$ cat config.mk
export PLATFORM = sky130hd
export DESIGN_NAME = vga_plot_arbiter
export DESIGN_NICKNAME = d
export VERILOG_FILES = /design/src/rtl/vga_plot_arbiter.sv
export SDC_FILE = /design/constraint.sdc
export NUM_CORES = 1
export LEC_CHECK = 0
export CAP_MARGIN = 20
export CORE_MARGIN = 4
export CORE_UTILIZATION = 40
export DETAILED_ROUTE_END_ITERATION = 8
export MAX_ROUTING_LAYER = met4
export PLACE_DENSITY = 0.7
export SETUP_SLACK_MARGIN = 0.4
export SLEW_MARGIN = 20
export SYNTH_ARGS = -nofsm -noshare
export SYNTH_HDL_FRONTEND = slang
export SYNTH_SLANG_ARGS = --single-unit
$ cat constraint.sdc
create_clock -name clock -period 2.25 [get_ports clock]
set_input_delay 0.3375 -clock clock [delete_from_list [all_inputs] [get_ports clock]]
set_output_delay 0.3375 -clock clock [all_outputs]
set_load 0.01 [all_outputs]
$ cat src/rtl/vga_plot_arbiter.sv
// vga_plot_arbiter: shares the VGA adapter plot port between two pixel
// requesters (round-robin, one pixel per clock) and a full-screen fill
// engine that pre-empts both while it sweeps every pixel once.
module vga_plot_arbiter #(
    parameter int unsigned SCREEN_W = 160,
    parameter int unsigned SCREEN_H = 120
) (
    input  logic       clock,
    input  logic       resetn,
    input  logic       a_valid,
    input  logic [7:0] a_x,
    input  logic [6:0] a_y,
    input  logic [2:0] a_colour,
    output logic       a_ready,
    input  logic       b_valid,
    input  logic [7:0] b_x,
    input  logic [6:0] b_y,
    input  logic [2:0] b_colour,
    output logic       b_ready,
    input  logic       fill_start,
    input  logic [2:0] fill_colour,
    output logic       fill_busy,
    output logic       fill_done,
    output logic       drop,
    output logic [7:0] vga_x,
    output logic [6:0] vga_y,
    output logic [2:0] vga_colour,
    output logic       vga_plot
);

    typedef enum logic {ST_ARB, ST_FILL} state_t;

    // One extra bit so a limit of 256 / 128 still compares correctly.
    localparam logic [8:0] X_LIM  = 9'(SCREEN_W);
    localparam logic [7:0] Y_LIM  = 8'(SCREEN_H);
    localparam logic [7:0] X_LAST = 8'(SCREEN_W - 1);
    localparam logic [6:0] Y_LAST = 7'(SCREEN_H - 1);

    state_t     state_q, state_d;
    logic       ptr_q, ptr_d;         // 0: A has priority, 1: B has priority
    logic [7:0] fx_q, fx_d;
    logic [6:0] fy_q, fy_d;
    logic [2:0] fcol_q, fcol_d;
    logic [7:0] x_q, x_d;
    logic [6:0] y_q, y_d;
    logic [2:0] c_q, c_d;
    logic       plot_q, plot_d;
    logic       drop_q, drop_d;
    logic       done_q, done_d;
    logic [7:0] sel_x;
    logic [6:0] sel_y;
    logic [2:0] sel_c;

    // Grant logic: blocked during FILL and in the cycle a fill is requested.
    always_comb begin
        a_ready = 1'b0;
        b_ready = 1'b0;
        if (state_q == ST_ARB && !fill_start) begin
            if (a_valid && b_valid) begin
                a_ready = ~ptr_q;
                b_ready = ptr_q;
            end else begin
                a_ready = a_valid;
                b_ready = b_valid;
            end
        end
    end

    // Next-state, sweep counters and registered adapter outputs.
    always_comb begin
        state_d = state_q;
        ptr_d   = ptr_q;
        fx_d    = fx_q;
        fy_d    = fy_q;
        fcol_d  = fcol_q;
        x_d     = x_q;
        y_d     = y_q;
        c_d     = c_q;
        plot_d  = 1'b0;
        drop_d  = 1'b0;
        done_d  = 1'b0;
        sel_x   = a_ready ? a_x      : b_x;
        sel_y   = a_ready ? a_y      : b_y;
        sel_c   = a_ready ? a_colour : b_colour;
        case (state_q)
            ST_ARB: begin
                if (fill_start) begin
                    // First fill pixel (0,0) is issued on the entry edge itself.
                    state_d = ST_FILL;
                    fcol_d  = fill_colour;
                    fx_d    = '0;
                    fy_d    = '0;
                    x_d     = '0;
                    y_d     = '0;
                    c_d     = fill_colour;
                    plot_d  = 1'b1;
                end else if (a_ready || b_ready) begin
                    x_d   = sel_x;
                    y_d   = sel_y;
                    c_d   = sel_c;
                    ptr_d = a_ready;
                    if ({1'b0, sel_x} < X_LIM && {1'b0, sel_y} < Y_LIM) begin
                        plot_d = 1'b1;
                    end else begin
                        drop_d = 1'b1;
                    end
                end
            end
            ST_FILL: begin
                // fx/fy name the pixel currently on the outputs.
                if (fx_q == X_LAST && fy_q == Y_LAST) begin
                    state_d = ST_ARB;
                    done_d  = 1'b1;
                end else begin
                    if (fx_q == X_LAST) begin
                        fx_d = '0;
                        fy_d = fy_q + 7'd1;
                    end else begin
                        fx_d = fx_q + 8'd1;
                    end
                    x_d    = fx_d;
                    y_d    = fy_d;
                    c_d    = fcol_q;
                    plot_d = 1'b1;
                end
            end
            default: state_d = ST_ARB;
        endcase
    end

    // State and output registers with asynchronous active-low reset.
    always_ff @(posedge clock or negedge resetn) begin
        if (!resetn) begin
            state_q <= ST_ARB;
            ptr_q   <= 1'b0;
            fx_q    <= '0;
            fy_q    <= '0;
            fcol_q  <= '0;
            x_q     <= '0;
            y_q     <= '0;
            c_q     <= '0;
            plot_q  <= 1'b0;
            drop_q  <= 1'b0;
            done_q  <= 1'b0;
        end else begin
            state_q <= state_d;
            ptr_q   <= ptr_d;
            fx_q    <= fx_d;
            fy_q    <= fy_d;
            fcol_q  <= fcol_d;
            x_q     <= x_d;
            y_q     <= y_d;
            c_q     <= c_d;
            plot_q  <= plot_d;
            drop_q  <= drop_d;
            done_q  <= done_d;
        end
    end

    assign fill_busy  = (state_q == ST_FILL);
    assign fill_done  = done_q;
    assign drop       = drop_q;
    assign vga_x      = x_q;
    assign vga_y      = y_q;
    assign vga_colour = c_q;
    assign vga_plot   = plot_q;

endmodule

==> impl_results.md, run 1 <==
* Most common cell after layout, fill and taps aside: sky130_fd_sc_hd__clkdlybuf4s50_1
* Number of buffers added to fix hold violations after cts at 0
* Share of synthesized registers carrying an async set or reset at 1.00
* Power per cell area at roughly 710 nW/µm²
* Post-route clock period utilization at 0.826
* Post-synthesis cell type count at 46
* Number of nets in the synthesized netlist at 320
* H-tree level count at 2
* Initial Util at 0.419
* Yosys warning count at 0
* Vertical extent of the die at 84.7 µm
* Number of failing hold endpoints at the final stage at 0
* Transition at the pin with the smallest max-transition slack at 0.523 ns
* Register bit count reported by yosys at 41
* Clock transition time at the flip-flop clock pins of the worst setup and hold paths at around 0.08 ns
* Met3 WL at 404 µm
* Register area at around 1000 µm²
* Synthesized area at 2350 µm²
* Count of input and output buffers at 67
* Total power consumption of the routed design at between 0.002 and 0.0025 W
* DRC violation count after routing at 0
* Max IR drop VDD at 0.423 mV
* Critical path class: reg2reg
* Met1 Wirelength at just over 3000 µm
* Vias after detailed routing at between 2000 and 2500
* Antenna Diode Count at 0
* Area of the core at 5610 µm²
* DR vias/cell at 5.39
* Final Max Slew Viols at 0
* Slew HR at 0.651
* FILL cells at 530
* Proportion of synthesized chip area in sequential cells at 0.436
* RSZ-0062 raised after global routing: true
* Total global-route track usage at 0.202
* Number of detailed-route iterations in the first pass at 5
* Area growth from synthesis to final layout at 44.8%
* Critical Path Start Type: register
* Fraction of synthesized cell area taken by the top area cell type at 0.436
* Insertion delay of the later-clocked pin in the worst-skew pair at 0.29 ns
* Fraction of final layout cells sized beyond drive strength 1 at 0.183
* Top Metal Used: met4
* Final global-route overflow total at 0
* Total leakage power at 1.50 nW
* Library cell used as clock root buffer: sky130_fd_sc_hd__clkbuf_8
* Antenna violations before repair at 0
* Pin count of the biggest net entering global routing at 42
* Footprint of the multi-input gates at 1300 µm²
* Maximum achievable frequency at 0.538 GHz
* Post-Syn Area per Cell at 8.58 µm²
* Crit path time final at 1.86 ns
* Cell count after synthesis at around 270
* Required time of the critical path at around 2.4 ns
* Library cell with the largest summed area after synthesis: sky130_fd_sc_hd__dfrtp_1
* Hold Crit Class: in2async
* Die width at 84.7 µm
* Detailed-routed wire length on met2 at 3510 µm
* Max_cap viols at 0
* Per-cell routed wire length at between 15 and 20 µm
* Count of flip-flops with a built-in enable after synthesis at 0
* Data arrival at the endpoint of the critical path at 2.04 ns
* DP Wirelength at 5020 µm
* Maximum fanout count along the critical path at 6
* Crit. End Element: register
* Placement Rows at 27
* Most used cells in the layout excluding fill and tap cells: sky130_fd_sc_hd__clkdlybuf4s50_1, sky130_fd_sc_hd__nand2_1, sky130_fd_sc_hd__dfrtp_1, sky130_fd_sc_hd__a21oi_1, sky130_fd_sc_hd__nor2_1
* Largest cells by area after synthesis: sky130_fd_sc_hd__dfrtp_1, sky130_fd_sc_hd__nand2_1, sky130_fd_sc_hd__a21oi_1, sky130_fd_sc_hd__nor2_1, sky130_fd_sc_hd__o21ai_0
* Number of failing setup endpoints in the final timing report at 0
* Clock skew after layout at 0.00359 ns
* Vias in the first global route at 2254
* Wire length of the first global-routing pass at 11300 µm
* Sink count of the clock tree at 41
* Setup TNS after final layout at 0 ns
* Initial detailed-routing violation count at 186
* Outcome: completed
* CTS tree: yes
* Net total in the final layout at roughly 400
* Number of buffers on the longest clock path at 2
* Post-Route WL at 7080 µm
* Most used flip-flop cell after synthesis: sky130_fd_sc_hd__dfrtp_1
* Number of primary I/O pins at just under 70
* Count of nets left with antenna violations after detail routing at 0
* Number of buffers added by the clock tree synthesis step at 5
* Final GP Congestion at 0.868
* Die area at 7170 µm²
-- cells in the mapped netlist (2+ instances only) --
cell type and count:
sky130_fd_sc_hd__a21o_1 4, sky130_fd_sc_hd__or2_2 3, sky130_fd_sc_hd__o22ai_1 2, sky130_fd_sc_hd__inv_1 5, sky130_fd_sc_hd__mux2i_1 6, sky130_fd_sc_hd__mux2_2 3, sky130_fd_sc_hd__o22a_1 4, sky130_fd_sc_hd__buf_2 5
sky130_fd_sc_hd__ha_1 2, sky130_fd_sc_hd__o221a_2 2, sky130_fd_sc_hd__clkbuf_1 11, sky130_fd_sc_hd__nand3b_1 4, sky130_fd_sc_hd__xor2_1 6, sky130_fd_sc_hd__a31oi_1 8, sky130_fd_sc_hd__a21oi_1 32, sky130_fd_sc_hd__nor4_1 4
sky130_fd_sc_hd__nand3_1 11, sky130_fd_sc_hd__nor3_1 2, sky130_fd_sc_hd__o21ai_0 18, sky130_fd_sc_hd__xnor2_1 3, sky130_fd_sc_hd__nand4_1 5, sky130_fd_sc_hd__nand2_1 45, sky130_fd_sc_hd__dfrtp_1 41, sky130_fd_sc_hd__nor2_1 26
-- kinds of logic (layout without fill, tap and decap cells) --
logic type / after synthesis / count (layout) / synth area share
AOI/OAI and AO/OA: 77 / 77 / 0.199
xor gates and xnor gates: 9 / 9 / 0.0335
adders and majority gates: 2 / 2 / 0.0106
buffers and inverters: 24 / 105 / 0.0458
DFF: 41 / 41 / 0.436
muxes: 10 / 10 / 0.0463
and+or+nand+nor: 111 / 112 / 0.228
-- state kept, by name (all words and copies together) (netlist names) --
signal / cells
fill_busy: 1
vga_colour: 3
fx_q: 8
fcol_q: 3
fill_done: 1
fy_q: 7
drop: 1
vga_y: 7
vga_x: 8
vga_plot: 1
ptr_q: 1
-- worst paths after layout --
| kind | to | slack (ns) | cells past startpoint | startpoint |
|---|---|---|---|---|
| max | fy_q[6] | 0.39 | 6 | fx_q[0] |
| min | fx_q[2] | 0.09 | 2 | resetn |
| max reg2reg | fy_q[6] | 0.39 | 6 | fx_q[0] |
| min reg2reg | fcol_q[2] | 0.51 | 1 | fcol_q[2] |
| max in group asynchronous | fill_busy | 1.77 | 2 | resetn |
| min in group clock | fcol_q[2] | 0.51 | 1 | fcol_q[2] |
-- stage by stage --
step | setup WS (ns) | hold WS, ns | cells | utilization | cell area, µm²
4_1_cts | 0.378 | 0.112 | 423 | 0.592 | 3320
3_5_place_dp | 0.126 | 0.440 | 411 | 0.563 | 3160
2_1_floorplan | 0.405 | 0.0419 | 274 | - | 2360
6_report | 0.392 | 0.0886 | 428 | 0.607 | 3400
5_1_grt | 0.322 | 0.122 | 428 | 0.607 | 3400
3_3_place_gp | 0.173 | 0.439 | 411 | 0.563 | 3160
-- power breakdown --
part	leakage (nW)	internal (W)	total [W]	switching (W)
Sequential	0.510	0.000896	0.00106	0.000168
Combinational	0.937	0.000447	0.000812	0.000365
Clock	0.0542	0.000277	0.000534	0.000256
Total	1.50	0.00162	0.00241	0.000790
-- layout make-up --
cell class	count	share of cell area
inverter	6	0.00662
timing repair buffer	91	0.251
clock inverter	1	0.00147
sequential	41	0.303
clock buffer	7	0.0283
multi-input combinational	210	0.383
tap	72	0.0265
-- worst max-delay path, cell delays in order, from the launching register on --
cell and delay, ns:
sky130_fd_sc_hd__dfrtp_2 0.40, sky130_fd_sc_hd__ha_4 0.19, sky130_fd_sc_hd__nand4_4 0.13, sky130_fd_sc_hd__or3_4 0.46, sky130_fd_sc_hd__o21ai_4 0.17, sky130_fd_sc_hd__inv_2 0.10
sky130_fd_sc_hd__mux2_4 0.30
-- metal layers --
| metal | GRT usage | vias up |
|---|---|---|
| met2 | 0.330 | 71 |
| met5 | - | - |
| li1 | - | 1133 |
| met3 | 0.0451 | 12 |
| met4 | 0.0604 | 0 |
| met1 | 0.251 | 1090 |
-- timing repair --
action,CTS,global route
pin swaps,1,6
resized for setup,8,21
endpoints found under the setup margin,36,37
setup buffers,3,4
cloned,1,1
(Power assumes the default switching activity.)
==> run 2, diff against run 1 <==
Clock period 2.25 ns to 1.86 ns, I/O delays scaled along.
==> impl_results.md, run 2 (synthesis gave the netlist of run 1 again) <==
* Outcome: completed
* Insertion delay of the later-clocked pin in the worst-skew pair at 0.30 ns
* DP Wirelength at 5430 µm
* Most common cell after layout, fill and taps aside: sky130_fd_sc_hd__clkdlybuf4s50_1
* Critical path class: reg2reg
* Number of detailed-route iterations in the first pass at 4
* Setup TNS after final layout at 0 ns
* Max_cap viols at 0
* Hold Crit Class: in2async
* Post-Route WL at 8130 µm
* Area of the core at about 5600 µm²
* Crit path time final at 1.80 ns
* Library cell used as clock root buffer: sky130_fd_sc_hd__clkbuf_8
* Pin count of the biggest net entering global routing at 24
* Standard cell area after detailed placement at 3340 µm²
* Max IR drop VDD at 0.565 mV
* Initial Util at 0.419
* Most used cells in the layout excluding fill and tap cells: sky130_fd_sc_hd__clkdlybuf4s50_1, sky130_fd_sc_hd__nand2_1, sky130_fd_sc_hd__dfrtp_1, sky130_fd_sc_hd__buf_4, sky130_fd_sc_hd__a21oi_1
* Maximum achievable frequency at between 0.5 and 0.6 GHz
* Area growth from synthesis to final layout at 63.8%
* DRC violation count after routing at 0
* Crit. End Element: register
* Critical Path Start Type: register
* Vias after detailed routing at 2518
* Total global-route track usage at 0.217
* Final global-route overflow total at 0
* Final GP Congestion at between 0.8 and 0.9
* Non-filler instance count after layout at ~460
* Slew HR at 0.685
* Antenna violations before repair at 0
* Number of primary I/O pins at 68
* Count of input and output buffers at 67
* H-tree level count at 2
* Per-cell routed wire length at 17.7 µm
* Utilization after layout at 0.687
* Data arrival at the endpoint of the critical path at 1.98 ns
* Setup crit start: fx_q[1]
* Sink count of the clock tree at 41
* Initial detailed-routing violation count at about 140
* DR vias/cell at approximately 5.5
* Maximum fanout count along the critical path at 3
* Clock transition time at the flip-flop clock pins of the worst setup and hold paths at 0.09 ns
* Final cell area excluding filler cells at just under 4000 µm²
* Reg-to-reg startpoint: fx_q[1]
* Antenna Diode Count at 0
* Number of failing setup endpoints in the final timing report at 0
* Vias in the first global route at 2343
* Number of buffers on the longest clock path at 2
* Die width at 84.7 µm
* Vertical extent of the die at 84.7 µm
* Required time of the critical path at approximately 2.0 ns
* Wire length of the first global-routing pass at 12100 µm
* Total leakage power at 1.79 nW
* Post-route clock period utilization at 0.968
* Net total in the final layout at 432
* RSZ-0062 raised after global routing: true
* Cell total after placement at 431
* Number of buffers added by the clock tree synthesis step at 5
* Clock skew after layout at 0.00905 ns
* Power per cell area at 809 nW/µm²
* Die area at approximately 7200 µm²
* Final Max Slew Viols at 0
* CTS tree: yes
* Fraction of final layout cells sized beyond drive strength 1 at 0.295
* Count of nets left with antenna violations after detail routing at 0
* Placement Rows at 27
* Number of failing hold endpoints at the final stage at 0
* Transition at the pin with the smallest max-transition slack at 0.472 ns
run 2: cell count changes in the layout (fill, tap and decap cells not counted), sizes merged, moves of 2 or more:
cell	before	now
buf	25	58
clkdlybuf4s50	64	43
dlygate4sd2	1	19
clkbuf	8	6
run 2: worst max-delay path, stage by stage (launching register included):
cell and delay (ns):
sky130_fd_sc_hd__dfrtp_1 0.41, sky130_fd_sc_hd__ha_4 0.17, sky130_fd_sc_hd__nand4_4 0.07, sky130_fd_sc_hd__or3_4 0.35, sky130_fd_sc_hd__buf_6 0.13, sky130_fd_sc_hd__o21ai_4 0.17
sky130_fd_sc_hd__inv_2 0.09, sky130_fd_sc_hd__mux2_4 0.30
run 2: worst paths after layout:
path / slack, ns / endpoint / cells after the start
setup / recovery: 0.06 / fy_q[6] / 7
hold / removal: 0.46 / fill_done / 2
setup reg to reg: 0.06 / fy_q[6] / 7
hold reg to reg: 0.52 / vga_y[1] / 1
max in group asynchronous: 0.91 / fy_q[6] / 3
min in group clock: 0.52 / vga_y[1] / 1
run 2: cell type report:
| type | instances | area, µm² |
|---|---|---|
| multi-input combinational | 209 | 1430 |
| timing repair buffer | 123 | 1160 |
| inverter | 6 | 25.0 |
| clock buffer | 5 | 68.8 |
| clock inverter | 3 | 46.3 |
| tap | 72 | 90.1 |
| fill | 455 | 1760 |
| sequential | 41 | 1030 |
run 2: metrics by stage:
stage / hold slack [ns] / power (W) / worst slack [ns]
floorplan: -0.0166 / 0.00175 / 0.0351
global placement: 0.264 / 0.00228 / -0.0968
detailed placement: 0.266 / 0.00231 / -0.119
CTS: 0.467 / 0.00308 / 0.0764
global route: 0.524 / 0.00329 / -0.0275
finish: 0.457 / 0.00312 / 0.0591
run 2: routing by layer:
| metal | global-route usage | share of wire |
|---|---|---|
| met1 | 0.275 | 0.42 |
| met2 | 0.357 | 0.51 |
| met3 | 0.0363 | 0.054 |
| met4 | 0.0619 | 0.013 |
| met5 | - | 0 |
run 2: repair_timing:
item,4_1_cts,5_1_grt
hold buffers,1,0
cloned,1,4
hold endpoints to repair,18,0
resized for setup,58,48
setup buffers,5,9
setup endpoints to repair,58,45
pin swaps,11,19
run 2: report_power, final:
part | leakage, nW | switching [W] | internal, W
Combinational | 1.22 | 0.000551 | 0.000589
Sequential | 0.514 | 0.000164 | 0.00108
Clock | 0.0543 | 0.000328 | 0.000402
Total | 1.79 | 0.00104 | 0.00207
==> run 3, diff against run 2 <==
Settings changed: CORE_UTILIZATION 40 to 48, PLACE_DENSITY 0.7 to 0.82, SKIP_LAST_GASP set to 1.
==> impl_results.md, run 3 (synthesis gave the netlist of run 1 again) <==
* DRC violation count after routing at 0
* Max_cap viols at 0
* Data arrival at the endpoint of the critical path at 2.08 ns
* Max IR drop VDD at between 0.6 and 0.7 mV
* DP Wirelength at roughly 5300 µm
* Insertion delay of the later-clocked pin in the worst-skew pair at 0.29 ns
* Vias in the first global route at 2550
* Sink count of the clock tree at 41
* Per-cell routed wire length at 19.1 µm
* Switching power of the nets at 0.00105 W
* DR vias/cell at roughly 5.9
* Worst slack on hold paths at 0.484 ns
* Length in cells of the worst reg-to-reg path at 7
* Post-route clock period utilization at 1.02
* Die area at a little over 6000 µm²
* H-tree level count at 2
* Library cell used as clock root buffer: sky130_fd_sc_hd__clkbuf_8
* Count of nets left with antenna violations after detail routing at 0
* Power per cell area at 789 nW/µm²
* Post-Route WL at 8750 µm
* Share of total power in the clock network at 0.193
* Capture point of the worst reg-to-reg path: vga_x[7]
* Maximum achievable frequency at approximately 0.53 GHz
* CTS tree: yes
* Standard cell with the maximum stage delay on the critical path: sky130_fd_sc_hd__dfrtp_1
* Required time of the critical path at 2.04 ns
* Critical Path Start Type: register
* Count of input and output buffers at 67
* Critical path class: reg2reg
* Flop2flop setup slack at -0.04 ns
* Worst stage delay on the critical path at 0.40 ns
* Buffers plus inverters on the worst setup path at 2
* Pin count of the biggest net entering global routing at 23
* Vias after detailed routing at 2688
* Transition at the pin with the smallest max-transition slack at 0.501 ns
* Area of the core at 4720 µm²
* Failing checks: negative setup slack
* Slew HR at 0.666
* RSZ-0062 raised after global routing: true
* Minimum setup slack in the final design at -0.0421 ns
* CP delay by family, top: compound AO/OA/AOI/OAI gates
* Initial detailed-routing violation count at roughly 220
* Final global-route overflow total at 0
* Crit. End Element: register
* Sequential cell fraction of total power at 0.400
* Switching part of the total at 0.344
* Most used cells in the layout excluding fill and tap cells: sky130_fd_sc_hd__buf_4, sky130_fd_sc_hd__dfrtp_1, sky130_fd_sc_hd__nand2_1, sky130_fd_sc_hd__clkdlybuf4s50_1, sky130_fd_sc_hd__a21oi_1
* Number of primary I/O pins at 68
* Total leakage power at 1.83 nW
* Number of buffers added by the clock tree synthesis step at 5
* Number of detailed-route iterations in the first pass at 5
* Number of failing hold endpoints at the final stage at 0
* Net total in the final layout at around 440
* Maximum fanout count along the critical path at 4
* Final Max Slew Viols at 0
* Reg-to-reg startpoint: fx_q[1]
* Total global-route track usage at 0.267
* Logic pwr share at 0.407
* Antenna violations before repair at 1
* Clock skew after layout at 0.00500 ns
* Initial Util at 0.498
* Clock transition time at the flip-flop clock pins of the worst setup and hold paths at about 0.07 ns
* Hold Crit Class: in2async
* Vertical extent of the die at slightly below 80 µm
* Final GP Congestion at 0.906
* Critical path, cell by cell: ha_4 -> nand4_4 -> buf_4 -> clkbuf_16 -> o21ai_0 -> o211ai_1 -> o32a_1
* Total power consumption of the routed design at between 0.003 and 0.004 W
* Worst setup timing slack at the placement stage at -0.108 ns
* Crit path time final at between 1.5 and 2 ns
* Die width at 78.0 µm
* Outcome: finished, violations left
* Number of buffers on the longest clock path at 2
* Fraction of final layout cells sized beyond drive strength 1 at 0.298
* Number of failing setup endpoints in the final timing report at 1
* Internal power summed over all cells at 0.00200 W
* Setup TNS after final layout at -0.0421 ns
* Area growth from synthesis to final layout at 64.1%
* Wire length of the first global-routing pass at roughly 12000 µm
* Placement Rows at 25
-- run 3: cell types whose count changed in the layout (fill, tap and decap cells not counted), moves of 3 or more --
cell / previous run / this run
sky130_fd_sc_hd__a21oi_2: 0 / 3
sky130_fd_sc_hd__dlymetal6s2s_1: 1 / 5
sky130_fd_sc_hd__buf_6: 14 / 10
sky130_fd_sc_hd__a21oi_1: 31 / 28
sky130_fd_sc_hd__clkdlybuf4s50_1: 43 / 40
sky130_fd_sc_hd__buf_4: 35 / 41
-- run 3: timing repair --
action,CTS,global route
endpoints found under the setup margin,60,47
gates resized for setup,75,36
endpoints found under the hold margin,19,0
cloned,2,1
hold buffers,1,0
setup buffers,7,14
pin swaps,11,6
-- run 3: area by class of cell --
cell class | instances | area [µm²]
inverter | 6 | 22.5
multi-input combinational | 209 | 1440
sequential | 41 | 1030
antenna | 1 | 2.50
fill | 291 | 865
timing repair buffer | 126 | 1200
clock buffer | 7 | 86.3
tap | 67 | 83.8
-- run 3: worst max path at each step --
| stage | startpoint | to | slack, ns | depth (start not counted) |
|---|---|---|---|---|
| after detailed placement | fill_start | a_ready | -0.11 | 4 |
| after floorplan | fx_q[0] | fy_q[6] | 0.04 | 7 |
| final | fx_q[1] | vga_x[7] | -0.04 | 7 |
| after CTS | fy_q[0] | vga_y[1] | 0.13 | 7 |
| after global placement | fill_start | a_ready | -0.09 | 4 |
| after global routing | fx_q[1] | vga_x[7] | -0.13 | 7 |
-- run 3: power by group through the flow --
stage	clock network [W]	logic [W]	registers, W
after floorplan	0	0.000476	0.00127
after global placement	0	0.00108	0.00122
after detailed placement	0	0.00111	0.00123
after CTS	0.000603	0.00112	0.00121
after global routing	0.000639	0.00133	0.00124
final	0.000586	0.00124	0.00122
-- run 3: worst reg2reg max path: stages (launching register included) --
cell and delay, ns:
sky130_fd_sc_hd__dfrtp_1 0.40, sky130_fd_sc_hd__ha_4 0.17, sky130_fd_sc_hd__nand4_4 0.10, sky130_fd_sc_hd__buf_4 0.17
sky130_fd_sc_hd__clkbuf_16 0.14, sky130_fd_sc_hd__o21ai_0 0.26, sky130_fd_sc_hd__o211ai_1 0.23, sky130_fd_sc_hd__o32a_1 0.33
-- run 3: routing by layer --
metal | track usage | share of wire | vias up
li1 | - | - | 1206
met1 | 0.329 | 0.40 | 1297
met2 | 0.429 | 0.50 | 151
met3 | 0.0499 | 0.066 | 34
met4 | 0.115 | 0.041 | 0
met5 | - | 0 | -
-- run 3: through the flow --
stage / cell area [µm²] / utilization / cells
CTS: 3590 / 0.761 / 441
detailed placement: 3310 / 0.701 / 424
finish: 3860 / 0.817 / 457
floorplan: 2390 / - / 274
global placement: 3310 / 0.701 / 424
global route: 3860 / 0.817 / 457
